--- src/rtl/ex_mdu.sv ---
// Iterative RV32M/RV64M multiply/divide unit for the EX stage.
// Retires BITS_PER_CYCLE bits per cycle and stalls the pipeline while busy.
module ex_mdu #(
    parameter int XLEN           = 32,
    parameter int BITS_PER_CYCLE = 1,
    parameter int REG_ADDR_W     = 5
) (
    input  logic                  clk,
    input  logic                  rst,
    input  logic                  flush_i,
    input  logic                  start_i,
    input  logic [2:0]            op_i,
    input  logic [XLEN-1:0]       reg1_i,
    input  logic [XLEN-1:0]       reg2_i,
    input  logic [REG_ADDR_W-1:0] wd_i,
    input  logic                  wreg_i,
    output logic                  stallreq_o,
    output logic                  done_o,
    output logic [XLEN-1:0]       wdata_o,
    output logic [REG_ADDR_W-1:0] wd_o,
    output logic                  wreg_o
);
    localparam int ITERS = XLEN / BITS_PER_CYCLE;
    localparam int CW    = $clog2(ITERS + 1);

    typedef enum logic [1:0] {IDLE, CALC, DONE} state_t;
    state_t state, state_nx;

    logic [2:0]            op_q;
    logic [REG_ADDR_W-1:0] wd_q;
    logic                  wreg_q;
    logic [CW-1:0]         cnt;
    logic [2*XLEN-1:0]     acc, acc_nx;     // mul: product; div: {remainder, quotient}
    logic [2*XLEN-1:0]     mcand, mcand_nx; // left-shifting multiplicand
    logic [XLEN-1:0]       opb, opb_nx;     // mul: right-shifting multiplier; div: divisor
    logic                  neg_q, neg_r;
    logic [XLEN-1:0]       wdata_q;

    // Operand decode in IDLE
    logic            is_div, sgn1_en, sgn2_en, s1, s2;
    logic [XLEN-1:0] mag1, mag2, spec_res;
    logic            div_zero, div_ovf, special;

    always_comb begin
        is_div   = op_i[2];
        sgn1_en  = is_div ? ~op_i[0] : (op_i[1:0] != 2'b11);
        sgn2_en  = is_div ? ~op_i[0] : ~op_i[1];
        s1       = reg1_i[XLEN-1] & sgn1_en;
        s2       = reg2_i[XLEN-1] & sgn2_en;
        mag1     = s1 ? -reg1_i : reg1_i;
        mag2     = s2 ? -reg2_i : reg2_i;
        div_zero = is_div && (reg2_i == '0);
        div_ovf  = is_div && ~op_i[0] && (reg1_i == {1'b1, {(XLEN-1){1'b0}}}) && (reg2_i == '1);
        special  = div_zero | div_ovf;
        if (div_zero) spec_res = op_i[1] ? reg1_i : '1;
        else          spec_res = op_i[1] ? '0 : reg1_i;
    end

    // One CALC cycle worth of shift-add / restoring-divide steps
    logic [XLEN:0]   rem_t;
    logic [XLEN-1:0] q_t;

    always_comb begin
        acc_nx   = acc;
        mcand_nx = mcand;
        opb_nx   = opb;
        rem_t    = '0;
        q_t      = '0;
        for (int i = 0; i < BITS_PER_CYCLE; i++) begin
            if (op_q[2]) begin
                rem_t = {acc_nx[2*XLEN-1:XLEN], acc_nx[XLEN-1]};
                q_t   = {acc_nx[XLEN-2:0], 1'b0};
                if (rem_t >= {1'b0, opb}) begin
                    rem_t  = rem_t - {1'b0, opb};
                    q_t[0] = 1'b1;
                end
                acc_nx = {rem_t[XLEN-1:0], q_t};
            end else begin
                if (opb_nx[0]) acc_nx = acc_nx + mcand_nx;
                mcand_nx = mcand_nx << 1;
                opb_nx   = opb_nx >> 1;
            end
        end
    end

    // Sign fix-up and result select on the final iteration
    logic [2*XLEN-1:0] prod;
    logic [XLEN-1:0]   quo, rem, res;

    always_comb begin
        prod = neg_q ? -acc_nx : acc_nx;
        quo  = neg_q ? -acc_nx[XLEN-1:0] : acc_nx[XLEN-1:0];
        rem  = neg_r ? -acc_nx[2*XLEN-1:XLEN] : acc_nx[2*XLEN-1:XLEN];
        case (op_q)
            3'b000:                res = prod[XLEN-1:0];
            3'b001, 3'b010, 3'b011: res = prod[2*XLEN-1:XLEN];
            3'b100, 3'b101:        res = quo;
            default:               res = rem;
        endcase
    end

    always_comb begin
        state_nx = state;
        if (flush_i) begin
            state_nx = IDLE;
        end else begin
            case (state)
                IDLE: if (start_i) state_nx = special ? DONE : CALC;
                CALC: if (cnt == CW'(1)) state_nx = DONE;
                default: state_nx = IDLE;
            endcase
        end
    end

    always_ff @(posedge clk or negedge rst) begin
        if (!rst) begin
            state   <= IDLE;
            cnt     <= '0;
            op_q    <= '0;
            wd_q    <= '0;
            wreg_q  <= 1'b0;
            acc     <= '0;
            mcand   <= '0;
            opb     <= '0;
            neg_q   <= 1'b0;
            neg_r   <= 1'b0;
            wdata_q <= '0;
        end else begin
            state <= state_nx;
            if (state == IDLE && start_i && !flush_i) begin
                op_q   <= op_i;
                wd_q   <= wd_i;
                wreg_q <= wreg_i;
                neg_q  <= s1 ^ s2;
                neg_r  <= s1;
                cnt    <= CW'(ITERS);
                opb    <= mag2;
                if (is_div) begin
                    acc   <= {{XLEN{1'b0}}, mag1};
                    mcand <= '0;
                end else begin
                    acc   <= '0;
                    mcand <= {{XLEN{1'b0}}, mag1};
                end
                if (special) wdata_q <= spec_res;
            end else if (state == CALC) begin
                acc   <= acc_nx;
                mcand <= mcand_nx;
                opb   <= opb_nx;
                cnt   <= cnt - CW'(1);
                if (cnt == CW'(1)) wdata_q <= res;
            end
        end
    end

    // Held low during reset so a pending start_i cannot stall a resetting pipe
    assign stallreq_o = rst && !flush_i && ((state == IDLE && start_i) || state == CALC);
    assign done_o     = (state == DONE) && !flush_i;
    assign wdata_o    = wdata_q;
    assign wd_o       = wd_q;
    assign wreg_o     = wreg_q && done_o;
endmodule

--- config.mk ---
export PLATFORM = sky130hd
export DESIGN_NAME = ex_mdu
export DESIGN_NICKNAME = d
export VERILOG_FILES = /design/src/rtl/ex_mdu.sv
export SDC_FILE = /design/constraint.sdc
export NUM_CORES = 1
export LEC_CHECK = 0
export CAP_MARGIN = 20
export CORE_MARGIN = 8
export CORE_UTILIZATION = 45
export DETAILED_ROUTE_END_ITERATION = 10
export GPL_TIMING_DRIVEN = 0
export PLACE_DENSITY = 0.72
export SLEW_MARGIN = 15
export SYNTH_ARGS = -nofsm -noshare
export SYNTH_HDL_FRONTEND = slang
export SYNTH_SLANG_ARGS = --single-unit
--- constraint.sdc ---
create_clock -name clk -period 7.04 [get_ports clk]
set_input_delay 1.76 -clock clk [delete_from_list [all_inputs] [get_ports clk]]
set_output_delay 1.76 -clock clk [all_outputs]
set_load 0.1 [all_outputs]
==> summary.txt, run 1 <==
Status
  – Status: complete, but fails checks
  – Failing checks: setup timing

Power and ir drop
  – P_int: 5.45 mW
  – Leak: 9.58 nW
  – Maximum vdd drop: ~0.34 mV
  – Clock power share: 0.125
  – Sequential Power Share: 0.167
  – Power per cell area: 548 nW/µm²
  – Total power: 13.6 mW
  – Sw Pwr: 8.19 mW
  – Switch share: 0.601
  – Combinational share of power: 0.708

Flow run
  – Total of max-cap violations: 0

Timing
  – Final slew viol count: 0
  – RSZ-0062 raised after global routing: no
  – Fmax: 142 MHz
  – Setup ws final: -0.0252 ns
  – Final hold violations: 0
  – Slew HR: 0.145
  – Min cycle time layout: 7.07 ns
  – Final TNS setup: -0.0457 ns
  – Clock Skew: 0.0186 ns
  – Worst slew pin tran: between 1 and 1.5 ns
  – Final period utilization: 1.00
  – Final setup vio count: 2

Layout
  – Layout Nets: 3240
  – Final Non-Filler Cells: 3699
  – Area grow syn2layout: 15.1%
  – Share of cells above drive strength 1: 0.0484

Setup path
  – Crit path required time: 7.49 ns
  – Most used cell, CP: clkbuf_1
  – CP max FO: 10
  – CP Capture Type: flip-flop
  – Startpoint Class: flip-flop
  – Critical path arrival: 7.51 ns
  – Worst path buffer plus inverter count: 11
  – CP Cell Sequence: buf_2 > clkbuf_1 > clkbuf_1 > clkbuf_2 > buf_2 > buf_1 > clkbuf_1 > clkbuf_2 > clkdlybuf4s15_2 > nor2_1 > clkbuf_1 > buf_1 > a211oi_1 > a21oi_1
  – CP delay by family, top: buffers and inverters
  – Crit-path slowest cell: clkbuf_1
  – WS Path Type: flip-flop to flip-flop
  – Stages on the worst setup path: 14
  – Cell count of the worst reg-to-reg path: 14
  – Max incr delay on CP: ~0.65 ns

Routing
  – Mean routed wirelength per cell: 32.1 µm
  – TritonRoute pass-1 iters: 8
  – Initial drt markers: 4283
  – Total number of vias: between 20000 and 30000
  – Residual DRC: 0
  – Routed vias/inst: 7.14
  – DRT antenna net count: 0
  – Wirelength, routed: 119000 µm

GRT
  – Vias in the first global route: approximately 24000
  – Grt ovf: 0
  – Global-route wire length before repair: 170000 µm
  – Largest net degree at the start of global routing: 99
  – Overall global routing resource usage: 0.407
  – Initial antenna violation count: 6

CTS
  – Htree depth: 1
  – Clock Path Buffers: 3
  – CTS tree: yes
  – Cts hold-fix bufs: 0
  – CTS root buf: clkbuf_16
  – Cts bufs inserted: 28
  – Clock slew at reported path FFs: 0.06 ns
  – CTS Sinks: between 200 and 250
  – Later-pin clock latency in the skew report: 0.62 ns

Placement
  – Routability cong.: 1.10
  – Hpwl dp: 94500 µm
  – I/O Buffers: 116
  – Post-Place Cells: 3644

Hold path
  – Worst min-delay path class: flip-flop to flip-flop
  – Worst hold stages: 2

Logic synthesis
  – Ys flop type: dfrtp_1
  – Yosys top cell area share: 0.244
  – Largest area contributor in the netlist: dfrtp_1
  – Mean post-synth cell area: 7.46 µm²
  – Post-Syn Area: 21600 µm²
  – Sequential area share after synthesis: 0.244
  – Yosys reg bits: approximately 210
  – Syn_nets: 3078
  – Cell variety after synth: 103
  – Mapped Cells: 2897
  – Post-synth EDFFs: 0
  – Synth area leaders: dfrtp_1 (24%), a21oi_1 (6.4%), ha_1 (5.9%)
  – Asr flop ratio synth: 1.00
  – Ys Warns: 0

Floorplan
  – Core area: around 48000 µm²
  – Die W: 235 µm
  – Die area: 55300 µm²
  – FP Rows: 80
  – # IOs: 117
  – Initial Util: 0.454
  – Die Y: 235 µm
==> what timing repair did <==
action / in CTS / in global routing
endpoints found under the setup margin: 28 / 7
buffers inserted: 0 / 0
resized for setup: 3 / 7
==> power groups by stage <==
stage,Combinational (mW),Clock (mW),Sequential (mW)
finish,9.65,1.71,2.28
global route,10.0,1.73,2.28
CTS,9.17,1.68,2.22
detailed placement,9.12,0,2.23
global placement,8.94,0,2.21
floorplan,5.33,0,2.51
==> worst reg2reg max path, cell delays in order, from the launching register on <==
cell and delay [ns]:
dfrtp_1 0.32, buf_2 0.22, clkbuf_1 0.56, clkbuf_1 0.65, clkbuf_2 0.49, buf_2 0.41, buf_1 0.64, clkbuf_1 0.58
clkbuf_2 0.45, clkdlybuf4s15_2 0.58, nor2_1 0.35, clkbuf_1 0.48, buf_1 0.62, a211oi_1 0.44, a21oi_1 0.09
==> per-layer routing <==
layer  vias up  track usage  part of all wire
met2      2073        0.573              0.40
met1     12700        0.538              0.39
met3       405        0.139              0.14
li1      11200            -                 -
met4         6        0.227             0.070
met5         -            0           0.00042
==> cell families after synthesis <==
logic type / synth area share
simple gates: 0.222
fa+ha+maj: 0.0614
flops: 0.244
buf+inv: 0.0502
xor+xnor: 0.0661
mux: 0.0321
compound gates: 0.324
==> cell usage after synthesis (47+ instances only) <==
cell type / count
a211oi_1: 55
dfrtp_1: 211
xor2_1: 71
mux2i_1: 57
xnor2_1: 92
a21oi_1: 277
nand2_1: 291
nand3_1: 104
nor2_1: 244
ha_1: 102
o21ai_0: 234
a22o_1: 47
o22ai_1: 63
clkbuf_1: 170
nor3_1: 77
nand4_1: 79
inv_1: 74
==> placed cells by master (no fill, tap or decap), types with 15 or more instances in the layout <==
cell type	instances
nand2_1	291
a21oi_1	277
nor2_1	243
o21ai_0	233
dfrtp_1	211
clkbuf_1	172
clkdlybuf4s50_1	115
nand3_1	104
ha_1	102
xnor2_1	92
nand4_1	79
nor3_1	76
inv_1	74
xor2_1	71
o22ai_1	63
mux2i_1	57
a211oi_1	53
a22o_1	47
o31ai_1	42
a21o_1	41
o211ai_1	34
a31oi_1	32
nor4_1	31
or3_1	29
clkbuf_16	28
o21a_1	24
buf_2	19
and2_1	19
nand2b_1	19
or4_1	18
a22oi_1	17
o41ai_1	17
buf_1	16
and3_1	16
a211o_1	15
o221ai_1	15
==> registers in the layout (all words and copies together), names as in the netlist <==
name	cells
neg_r	1
acc	64
state	2
cnt	6
opb	32
wdata_o	32
wd_o	5
mcand	64
wreg_q	1
neg_q	1
op_q	3
==> worst paths after layout <==
kind / from / end / slack (ns)
hold / removal: wd_o[0] / wd_o[0] / 0.47
setup / recovery: op_q[2] / opb[29] / -0.03
max in group asynchronous: rst / wdata_o[26] / 4.78
hold reg to reg: wd_o[0] / wd_o[0] / 0.47
min in group asynchronous: rst / opb[17] / 0.96
setup reg to reg: op_q[2] / opb[29] / -0.03
==> area by class of cell <==
type	count	area, µm²
Antenna cell	3	7.51
Multi-Input combinational cell	2405	15300
Sequential cell	211	5280
Timing Repair Buffer	132	1330
Fill cell	4618	22700
Clock inverter	16	297
Tap cell	615	769
Buffer	205	808
Clock buffer	36	771
Inverter	76	285
==> through the flow <==
stage,setup slack [ns],hold WS (ns),cell area (µm²),utilization
2_1_floorplan,0.324,0.437,21600,-
3_3_place_gp,-5.88,0.461,23500,0.495
3_5_place_dp,-0.324,0.462,23800,0.500
4_1_cts,0.184,0.477,24800,0.522
5_1_grt,0.0317,0.501,24900,0.523
6_report,-0.0252,0.474,24900,0.523
No activity file was read; power rests on OpenSTA's default activity.
==> inputs of run 2 (changes only) <==
CTS_CLUSTER_SIZE = 10   (was default)
==> summary.txt, run 2 (same netlist as run 1, synthesis figures left out) <==
Setup path
  – Critical path arrival: 7.50 ns (about the same)
  – WS Path Type: flip-flop to flip-flop
  – CP Capture Type: flip-flop
  – Startpoint Class: flip-flop
  – CP max FO: 10 (unchanged)
  – R2r endpoint: wdata_o[27]
  – Reg2reg start: opb[0]
  – Crit path required time: 7.55 ns (+0.06 ns)
  – R2R Setup Slk: 0.05 ns (+0.08 ns)
  – Cell count of the worst reg-to-reg path: 14 (unchanged)

Timing
  – Worst slew pin tran: 1.31 ns (+0.0315 ns)
  – Setup ws final: 0.0535 ns (+0.0787 ns)
  – Final period utilization: 0.992 (-0.0112)
  – Min cycle time layout: 6.99 ns (-0.0787 ns)
  – Clock Skew: 0.0142 ns (-0.00435 ns)
  – Final slew viol count: 0 (unchanged)
  – Fmax: 143 MHz (+1.1%)
  – Final hold violations: 0 (unchanged)
  – RSZ-0062 raised after global routing: no
  – Final setup vio count: 0 (-2)
  – Final hold slack: 0.472 ns (-0.00238 ns)
  – Slew HR: 0.124 (-0.0210)

GRT
  – Grt ovf: 0 (unchanged)
  – Overall global routing resource usage: 0.405 (-0.00158)
  – Global-route wire length before repair: 169000 µm (-0.48%)
  – Initial antenna violation count: 5 (-1)
  – Vias in the first global route: 24400 (-0.53%)
  – Largest net degree at the start of global routing: 99 (unchanged)

CTS
  – Cts bufs inserted: 28 (unchanged)
  – CTS resizes: 3 (unchanged)
  – Htree depth: 1 (unchanged)
  – Post-CTS setup buffers: 0 (unchanged)
  – Cts hold-fix bufs: 0 (unchanged)
  – Later-pin clock latency in the skew report: 0.61 ns (about the same)
  – CTS Sinks: 211 (unchanged)
  – Clock Path Buffers: 3 (unchanged)
  – CTS root buf: clkbuf_16
  – Clock slew at reported path FFs: 0.06 ns (about the same)
  – CTS tree: yes

Routing
  – Total number of vias: 26100 (-1.0%)
  – Routed vias/inst: 7.08 (-0.78%)
  – Wirelength, routed: 118000 µm (-0.80%)
  – WL met3: 16900 µm (+2.3%)
  – DRT antenna net count: 0 (unchanged)
  – Residual DRC: 0 (unchanged)
  – TritonRoute pass-1 iters: 8 (unchanged)
  – Met2 wire length: 46800 µm (-0.71%)
  – Mean routed wirelength per cell: 31.9 µm (-0.59%)
  – Max layer used: met5
  – Met1 wire length: 46000 µm (-1.6%)
  – Initial drt markers: 4038 (-5.7%)

Layout
  – Layout Nets: 3240 (unchanged)
  – Finished Core Util: 0.519 (-0.00353)
  – Commonest non-fill, non-tap cell in the layout: nand2_1
  – Most frequent cells in the layout: nand2_1 (291), a21oi_1 (277), nor2_1 (243), o21ai_0 (233), dfrtp_1 (211)
  – Finished Cell Area: 24700 µm² (-0.67%)
  – Biggest regs: acc (64), mcand (64)
  – Area grow syn2layout: 14.3%
  – Final Non-Filler Cells: 3691 (-0.22%)
  – Share of cells above drive strength 1: 0.0468 (-0.00152)

Status
  – Status: complete, no violations

Floorplan
  – Core area: 47500 µm² (unchanged)
  – Initial Util: 0.454 (unchanged)
  – Die Y: 235 µm (unchanged)
  – FP Rows: 80 (unchanged)
  – Die W: 235 µm (unchanged)
  – # IOs: 117 (unchanged)
  – Die area: 55300 µm² (unchanged)

Placement
  – I/O Buffers: 116 (unchanged)
  – Routability cong.: 1.10 (unchanged)
  – Hpwl dp: 94500 µm (unchanged)
  – Post-Place Cells: 3644 (unchanged)
  – Cell Area, Placed: 23800 µm² (unchanged)
  – Placement Setup Slack: -0.324 ns (unchanged)

Power and ir drop
  – Leak: 9.51 nW (-0.74%)
  – Maximum vdd drop: 0.331 mV (-1.6%)
  – Power per cell area: 540 nW/µm² (-1.5%)

Hold path
  – Hold Path End: wd_o[0]
  – Worst min-delay path class: flip-flop to flip-flop
  – Worst hold stages: 2 (unchanged)
  – Min-Delay Startpoint: wd_o[0]

Flow run
  – Total of max-cap violations: 0 (unchanged)
-- run 2: cell types whose count changed in the layout (fill, tap and decap cells not counted) --
| cell | before | now |
|---|---|---|
| clkbuf_8 | 4 | 10 |
| inv_6 | 2 | 0 |
| clkinvlp_4 | 2 | 1 |
| bufinv_16 | 7 | 0 |
| diode_2 | 3 | 2 |
| a21boi_0 | 6 | 5 |
| clkinv_2 | 3 | 2 |
| clkbuf_1 | 172 | 170 |
| a21boi_1 | 2 | 3 |
-- run 2: metrics by stage --
step | TNS [ns] | total power [mW]
after floorplan | 0 | 7.85
after global placement | -1039.68 | 11.2
after detailed placement | -2.71 | 11.3
after CTS | 0 | 12.8
after global routing | 0 | 13.8
final | 0 | 13.3
-- run 2: worst max path at each step --
stage | end | slack [ns] | from | cells after the start
floorplan | wreg_o | 0.32 | flush_i | 2
global placement | stallreq_o | -5.88 | rst | 3
detailed placement | opb[19] | -0.32 | op_q[2] | 14
CTS | wdata_o[14] | 0.17 | op_q[2] | 15
global route | wdata_o[5] | 0.09 | acc[0] | 18
finish | wdata_o[27] | 0.05 | opb[0] | 14
-- run 2: final cells by class --
type / count / area [µm²]
Buffer: 205 / 808
Antenna cell: 2 / 5.00
Sequential cell: 211 / 5280
Tap cell: 615 / 769
Clock inverter: 5 / 56.3
Multi-Input combinational cell: 2405 / 15300
Timing Repair Buffer: 132 / 1330
Inverter: 76 / 285
Fill cell: 4634 / 22800
Clock buffer: 40 / 846
-- run 2: where the power goes --
group	leakage, nW	switching [mW]	total [mW]	internal, mW
Clock	0.443	0.613	1.44	0.826
Sequential	2.66	0.642	2.28	1.63
Combinational	6.40	6.84	9.62	2.78
Total	9.51	8.10	13.3	5.24
-- run 2: worst max-delay path, cell delays in order, from the launching register on --
cell and delay, ns:
dfrtp_1 0.39, buf_2 0.29, clkinv_1 0.60, nor2_1 0.34, clkbuf_1 0.59, clkbuf_1 0.76
clkbuf_1 0.80, o211ai_1 0.20, nand3_1 0.56, and4bb_2 0.44, nand4_1 0.44, nor3_2 0.62
mux2i_1 0.26, o221ai_1 0.25, o31ai_1 0.31
-- run 2: metal layers --
layer	GRT usage	vias to the layer above
met2	0.568	2052
met4	0.231	4
met5	0	-
met1	0.532	12500
met3	0.145	374
li1	-	11200
